`src/rtl/fwd_hazard_ctrl.sv`:
```
// ---------------------------------------------------------------------------
// fwd_hazard_ctrl
//
// Control side of the 16-bit operand-forwarding path of the 5-stage CPU.
// Tracks the destination registers of in-flight instructions and produces
// registered per-operand selects for the EX-stage 5:1 operand muxes, plus a
// combinational one-cycle load-use stall request.
//
// Mux encoding {top, bot} (decoded in priority order):
//   bot=10        -> in4 immediate
//   top=1         -> in1 EX/MEM result
//   bot=00        -> in2 MEM/WB result
//   bot=01        -> in3 WB+1 result
//   top=0, bot=11 -> in0 register file
//
// Parameters
//   REG_AW   register address width (2**REG_AW architectural registers)
//   R0_ZERO  1: register 0 is hard-wired zero and never a forwarding match
//
// Ports
//   clk, rst                  clock, asynchronous active-high reset
//   id_valid                  ID holds a real instruction
//   id_rs1 / id_use_rs1       operand A source register / operand A used
//   id_rs2 / id_use_rs2       operand B source register / operand B used
//   id_use_imm                operand B takes the immediate
//   id_rd / id_wr / id_load   destination, writes-rd flag, load flag
//   flush                     squash the instruction in ID
//   stall                     hold PC and IF/ID, bubble into ID/EX
//   a_sel_top, a_sel_bot      operand A mux select (registered)
//   b_sel_top, b_sel_bot      operand B mux select (registered)
//   stall_count               saturating stall-cycle counter (HAZ_PERF_EN only)
//
// Configuration macro
//   HAZ_PERF_EN  when defined, adds the stall_count port and counter.
// ---------------------------------------------------------------------------
module fwd_hazard_ctrl #(
    parameter int REG_AW  = 4,
    parameter bit R0_ZERO = 1'b1
) (
    input  logic              clk,
    input  logic              rst,
    input  logic              id_valid,
    input  logic [REG_AW-1:0] id_rs1,
    input  logic [REG_AW-1:0] id_rs2,
    input  logic              id_use_rs1,
    input  logic              id_use_imm,
    input  logic              id_use_rs2,
    input  logic [REG_AW-1:0] id_rd,
    input  logic              id_wr,
    input  logic              id_load,
    input  logic              flush,
    output logic              stall,
    output logic              a_sel_top,
    output logic [1:0]        a_sel_bot,
    output logic              b_sel_top,
    output logic [1:0]        b_sel_bot
`ifdef HAZ_PERF_EN
    ,
    output logic [15:0]       stall_count
`endif
);

    typedef enum logic [2:0] {
        SEL_IN0 = 3'b011,
        SEL_IN1 = 3'b111,
        SEL_IN2 = 3'b000,
        SEL_IN3 = 3'b001,
        SEL_IN4 = 3'b010
    } sel_e;

    typedef struct packed {
        logic              valid;
        logic              wr;
        logic [REG_AW-1:0] rd;
    } rec_t;

    // The load flag only matters while the record is the one just ahead of
    // ID, so it is kept beside IDEX instead of travelling down the pipe.
    // A record leaving MEMWB has no forwarding source any more (WB+1 is the
    // oldest mux input), so nothing past MEMWB is stored.
    rec_t idex, exmem, memwb;
    logic idex_load;

    sel_e a_next, b_next;
    logic bubble;

    function automatic logic match(input rec_t r, input logic [REG_AW-1:0] s);
        return r.valid & r.wr & (r.rd == s) & ~(R0_ZERO & (s == '0));
    endfunction

    // Youngest in-flight writer wins.
    function automatic sel_e pick(input rec_t r_idex, input rec_t r_exmem,
                                  input rec_t r_memwb, input logic [REG_AW-1:0] s);
        if (match(r_idex, s))
            return SEL_IN1;
        else if (match(r_exmem, s))
            return SEL_IN2;
        else if (match(r_memwb, s))
            return SEL_IN3;
        else
            return SEL_IN0;
    endfunction

    // Load-use stall; a flush suppresses it because the consumer is squashed.
    always_comb begin
        stall = id_valid & ~flush & idex_load &
                ((match(idex, id_rs1) & id_use_rs1) |
                 (match(idex, id_rs2) & id_use_rs2 & ~id_use_imm));
    end

    always_comb begin
        a_next = SEL_IN0;
        b_next = SEL_IN0;
        bubble = ~id_valid | flush | stall;
        if (id_use_rs1)
            a_next = pick(idex, exmem, memwb, id_rs1);
        if (id_use_imm)
            b_next = SEL_IN4;
        else if (id_use_rs2)
            b_next = pick(idex, exmem, memwb, id_rs2);
    end

    always_ff @(posedge clk or posedge rst) begin
        if (rst) begin
            idex      <= '0;
            exmem     <= '0;
            memwb     <= '0;
            idex_load <= 1'b0;
            a_sel_top <= SEL_IN0[2];
            a_sel_bot <= SEL_IN0[1:0];
            b_sel_top <= SEL_IN0[2];
            b_sel_bot <= SEL_IN0[1:0];
        end else begin
            memwb <= exmem;
            exmem <= idex;
            if (bubble) begin
                idex      <= '0;
                idex_load <= 1'b0;
                a_sel_top <= SEL_IN0[2];
                a_sel_bot <= SEL_IN0[1:0];
                b_sel_top <= SEL_IN0[2];
                b_sel_bot <= SEL_IN0[1:0];
            end else begin
                idex.valid <= 1'b1;
                idex.wr    <= id_wr;
                idex.rd    <= id_rd;
                idex_load  <= id_load;
                a_sel_top  <= a_next[2];
                a_sel_bot  <= a_next[1:0];
                b_sel_top  <= b_next[2];
                b_sel_bot  <= b_next[1:0];
            end
        end
    end

`ifdef HAZ_PERF_EN
    // Saturating count of stall cycles; cleared only by reset.
    always_ff @(posedge clk or posedge rst) begin
        if (rst)
            stall_count <= '0;
        else if (stall && (stall_count != 16'hFFFF))
            stall_count <= stall_count + 16'd1;
    end
`endif

endmodule

```
`config.mk`:
```
export PLATFORM = sky130hd
export DESIGN_NAME = fwd_hazard_ctrl
export DESIGN_NICKNAME = d
export VERILOG_FILES = /design/src/rtl/fwd_hazard_ctrl.sv
export SDC_FILE = /design/constraint.sdc
export NUM_CORES = 1
export LEC_CHECK = 0
export CAP_MARGIN = 20
export CORE_AREA = 2 2 56 58
export DETAILED_ROUTE_END_ITERATION = 10
export DIE_AREA = 0 0 58 60
export PLACE_DENSITY = 0.68
export SLEW_MARGIN = 25
export SYNTH_ARGS = -nofsm -noshare
export SYNTH_HDL_FRONTEND = slang
export SYNTH_SLANG_ARGS = --single-unit
```
`constraint.sdc`:
```
create_clock -name clk -period 7.73 [get_ports clk]
set_input_delay 2.319 -clock clk [delete_from_list [all_inputs] [get_ports clk]]
set_output_delay 2.319 -clock clk [all_outputs]
set_load 0.01 [all_outputs]
```
==> results of run 1 <==
[Yosys cell counts (all sizes together), types with 3 or more instances]
master | count | area share
nor3 | 8 | 0.038
inv | 4 | 0.013
and3 | 7 | 0.037
nand3 | 3 | 0.013
nand4 | 4 | 0.021
xor2 | 13 | 0.10
xnor2 | 8 | 0.059
dfrtp | 21 | 0.44
nand2 | 3 | 0.0095
buf | 7 | 0.042
nor4 | 6 | 0.032
dfstp | 4 | 0.089
[power by group through the flow]
stage	combinational (mW)	clock, mW	sequential [mW]
final	0.0306	0.0573	0.139
after global routing	0.0340	0.0650	0.140
after CTS	0.0310	0.0589	0.140
after detailed placement	0.0309	0	0.142
after global placement	0.0301	0	0.142
after floorplan	0.0185	0	0.141
[routing by layer]
metal / part of all wire / GRT usage
met4: 0.014 / 0.04983
met2: 0.51 / 0.2711
met5: 0 / 0
met1: 0.44 / 0.2061
met3: 0.032 / 0.02165
[flip-flops by register name, indices dropped and copies added, names as in the netlist]
signal / count
a_sel_top: 1
a_sel_bot: 2
exmem: 6
idex: 6
b_sel_bot: 2
memwb: 6
b_sel_top: 1
idex_load: 1
[per-stage QoR]
stage               std cells  total power [mW]    util  area, sq um  hold WS (ns)
floorplan                 105            0.1593       -         1184        0.3731
global placement          158            0.1719  0.4978         1445        0.4000
detailed placement        158            0.1729  0.4978         1445        0.4047
CTS                       162            0.2294  0.5069         1471        0.4283
global route              162            0.2392  0.5069         1471        0.4488
finish                    162            0.2274  0.5069         1471        0.4300
[logic make-up (layout without fill, tap and decap cells)]
logic type / count (synthesis) / after routing / synth area share
xor gates and xnor gates: 21 / 21 / 0.1617
and+or+nand+nor: 40 / 40 / 0.1956
AOI/OAI and AO/OA: 8 / 8 / 0.05497
buffers and inverters: 11 / 35 / 0.05497
DFF: 25 / 25 / 0.5328
[worst register-to-register path: cells and delay by family, from the launching register on]
kind	cells	cell delay [ns]
and+or+nand+nor	4	1.09
DFF	1	0.46
xor gates and xnor gates	1	0.20
[layout make-up]
class                           count  area share
Sequential cell                    25      0.4286
Multi-Input combinational cell     69      0.3316
Timing Repair Buffer               27      0.1837
Tap cell                           33     0.02806
Clock buffer                        4     0.01786
Inverter                            4     0.01020
[worst max path at each step]
stage,endpoint,slack (ns),cells past startpoint
6_report,stall,0.76,7
3_3_place_gp,stall,0.76,7
3_5_place_dp,stall,0.75,7
5_1_grt,stall,0.66,7
2_1_floorplan,stall,1.87,6
4_1_cts,stall,0.75,7
==> summary.txt, run 1 <==
Layout
  – Most frequent cells in the layout: clkdlybuf4s50_1 (27), dfrtp_1 (21), xor2_1 (12), xnor2_1 (8)
  – Reg area: 630.6 sq um
  – Layout fillers: 262
  – Share of layout cells above drive strength 1: 0.08527
  – ANT cells: 0
  – Nets: 151
  – Multi-input gate area: 488.0 sq um
  – Syn-to-layout area delta: 24.31%
  – Commonest non-fill, non-tap cell in the layout: clkdlybuf4s50_1

Setup path
  – FF-to-FF path depth: 5
  – Reg-to-Reg Start: idex[3]$_DFF_PP0_
  – Reg2reg setup slack: 5.88 ns
  – Crit Path Class: in2out
  – Req. time, crit path: approximately 5.4 ns
  – Crit-path max FO: 6
  – Crit end category: primary output
  – WP buf/inv: 2
  – CP top delay family: buffers and inverters
  – Critical Path Start: id_rs1[1]
  – Crit start category: input port
  – CP Cell Sequence: clkdlybuf4s50_1 > nor4_1 > nor4_1 > nand4_1 > or2_1 > a211oi_2 > clkdlybuf4s50_1
  – Reg-to-reg endpoint: idex[2]$_DFF_PP0_
  – CP max stage cell: clkdlybuf4s50_1
  – Crit path largest cell delay: 0.65 ns
  – Arr. time, crit path: between 4 and 5 ns

Clock tree
  – CTS Buffer Depth: 2
  – Hold buffers post-CTS: 0
  – TritonCTS Buffers: 3
  – Clock Tree Root: clkbuf_4
  – CTS tree: built
  – Postcts setup bufs: 0
  – H-Tree Depth: 1
  – Num Clock Sinks: 25
  – Resized cells post-CTS: 0
  – Clock slew at reported path FFs: between 0.1 and 0.15 ns
  – Clock latency on the worst-skew pair: a little over 0.3 ns

Yosys
  – Synthesized flop and latch total: 25
  – Syn. warnings: 0
  – Seq/Total Area, Yosys: 0.5328
  – Syn Inst Count: between 100 and 150
  – Ys flop type: dfrtp_1
  – Synthesized area per cell: roughly 11 sq um
  – Yosys cell types: 28
  – Post-synth EDFFs: 0
  – Syn Nets: 126
  – Synth async-reset ratio: 1.000
  – Cell Area, Synth: 1184 sq um

Pwr
  – Share of power burned in registers: 0.613
  – Power density over cell area: 154.5 nW/um^2
  – Net load switching power: between 0.05 and 0.06 mW
  – VDD IR max: 0.00009035 V
  – Internal power: 0.1722 mW
  – Combinational Power Share: 0.135
  – Sw frac: 0.2425
  – Clock share of power: 0.252
  – Leak Pwr: 0.6148 nW

Route
  – Final wirelength: 2309 um
  – Initial DRC Count: 14
  – Drt wl/cell: 14.25 um
  – DRC Markers: 0
  – Post-route ant nets: 0
  – Pre-antenna DRT Iters: 4
  – Vias: 844
  – Vias per cell: 5.210

GRT
  – First-pass GRT wire length: 4057 um
  – GRT overflow: 0
  – Vias in the first global route: 860
  – Total track usage: 0.1575
  – Largest net degree at the start of global routing: 26
  – Initial antenna violation count: 0

Floorplanning
  – Die width: 58 um
  – Full die area: 3480 sq um
  – Die height: 60 um
  – Core Region: 2903 sq um
  – Starting Density: 0.4078
  – Io pins: 28
  – Row cnt: 20

Timing
  – Total negative slack: 0 ns
  – Max_slew headroom: 0.4334
  – Fin crit period: roughly 7 ns
  – Finish-stage setup viols: 0
  – Worst slew pin tran: 0.8447 ns
  – Fmax: 0.1435 GHz
  – Hold Vio Cnt, Final: 0
  – Clk_skew: 0.006678 ns
  – Final worst slack: 0.7594 ns
  – RSZ-0062 raised after global routing: no
  – Slew Limit Fails: 0
  – Tcrit/Tclk final: 0.9018

Worst hold path
  – Hold Path Depth: 0
  – Tightest Hold Check Type: reg2reg
  – Worst Hold End: memwb[4]$_DFF_PP0_
  – Hold Startpoint: exmem[4]$_DFF_PP0_

Place
  – HPWL after detailed placement: 1866 um
  – Final GP Congestion: between 0.9 and 1
  – Pre-CTS setup slack: 0.7491 ns
  – PortBufs: 27

Run status
  – Status: finished clean

Flow run
  – # Max-Cap Violations: 0
No activity file was read; power rests on OpenSTA's default activity.
==> inputs of run 2 (changes only) <==
--- a/config.mk
+++ b/config.mk
@@ -10,6 +10,7 @@
 export DETAILED_ROUTE_END_ITERATION = 10
 export DIE_AREA = 0 0 58 60
 export PLACE_DENSITY = 0.68
+export SKIP_CTS_REPAIR_TIMING = 1
 export SLEW_MARGIN = 25
 export SYNTH_ARGS = -nofsm -noshare
 export SYNTH_HDL_FRONTEND = slang
==> results of run 2 <==
Same layout as run 1: the final DEF is identical, and so are final timing and power.
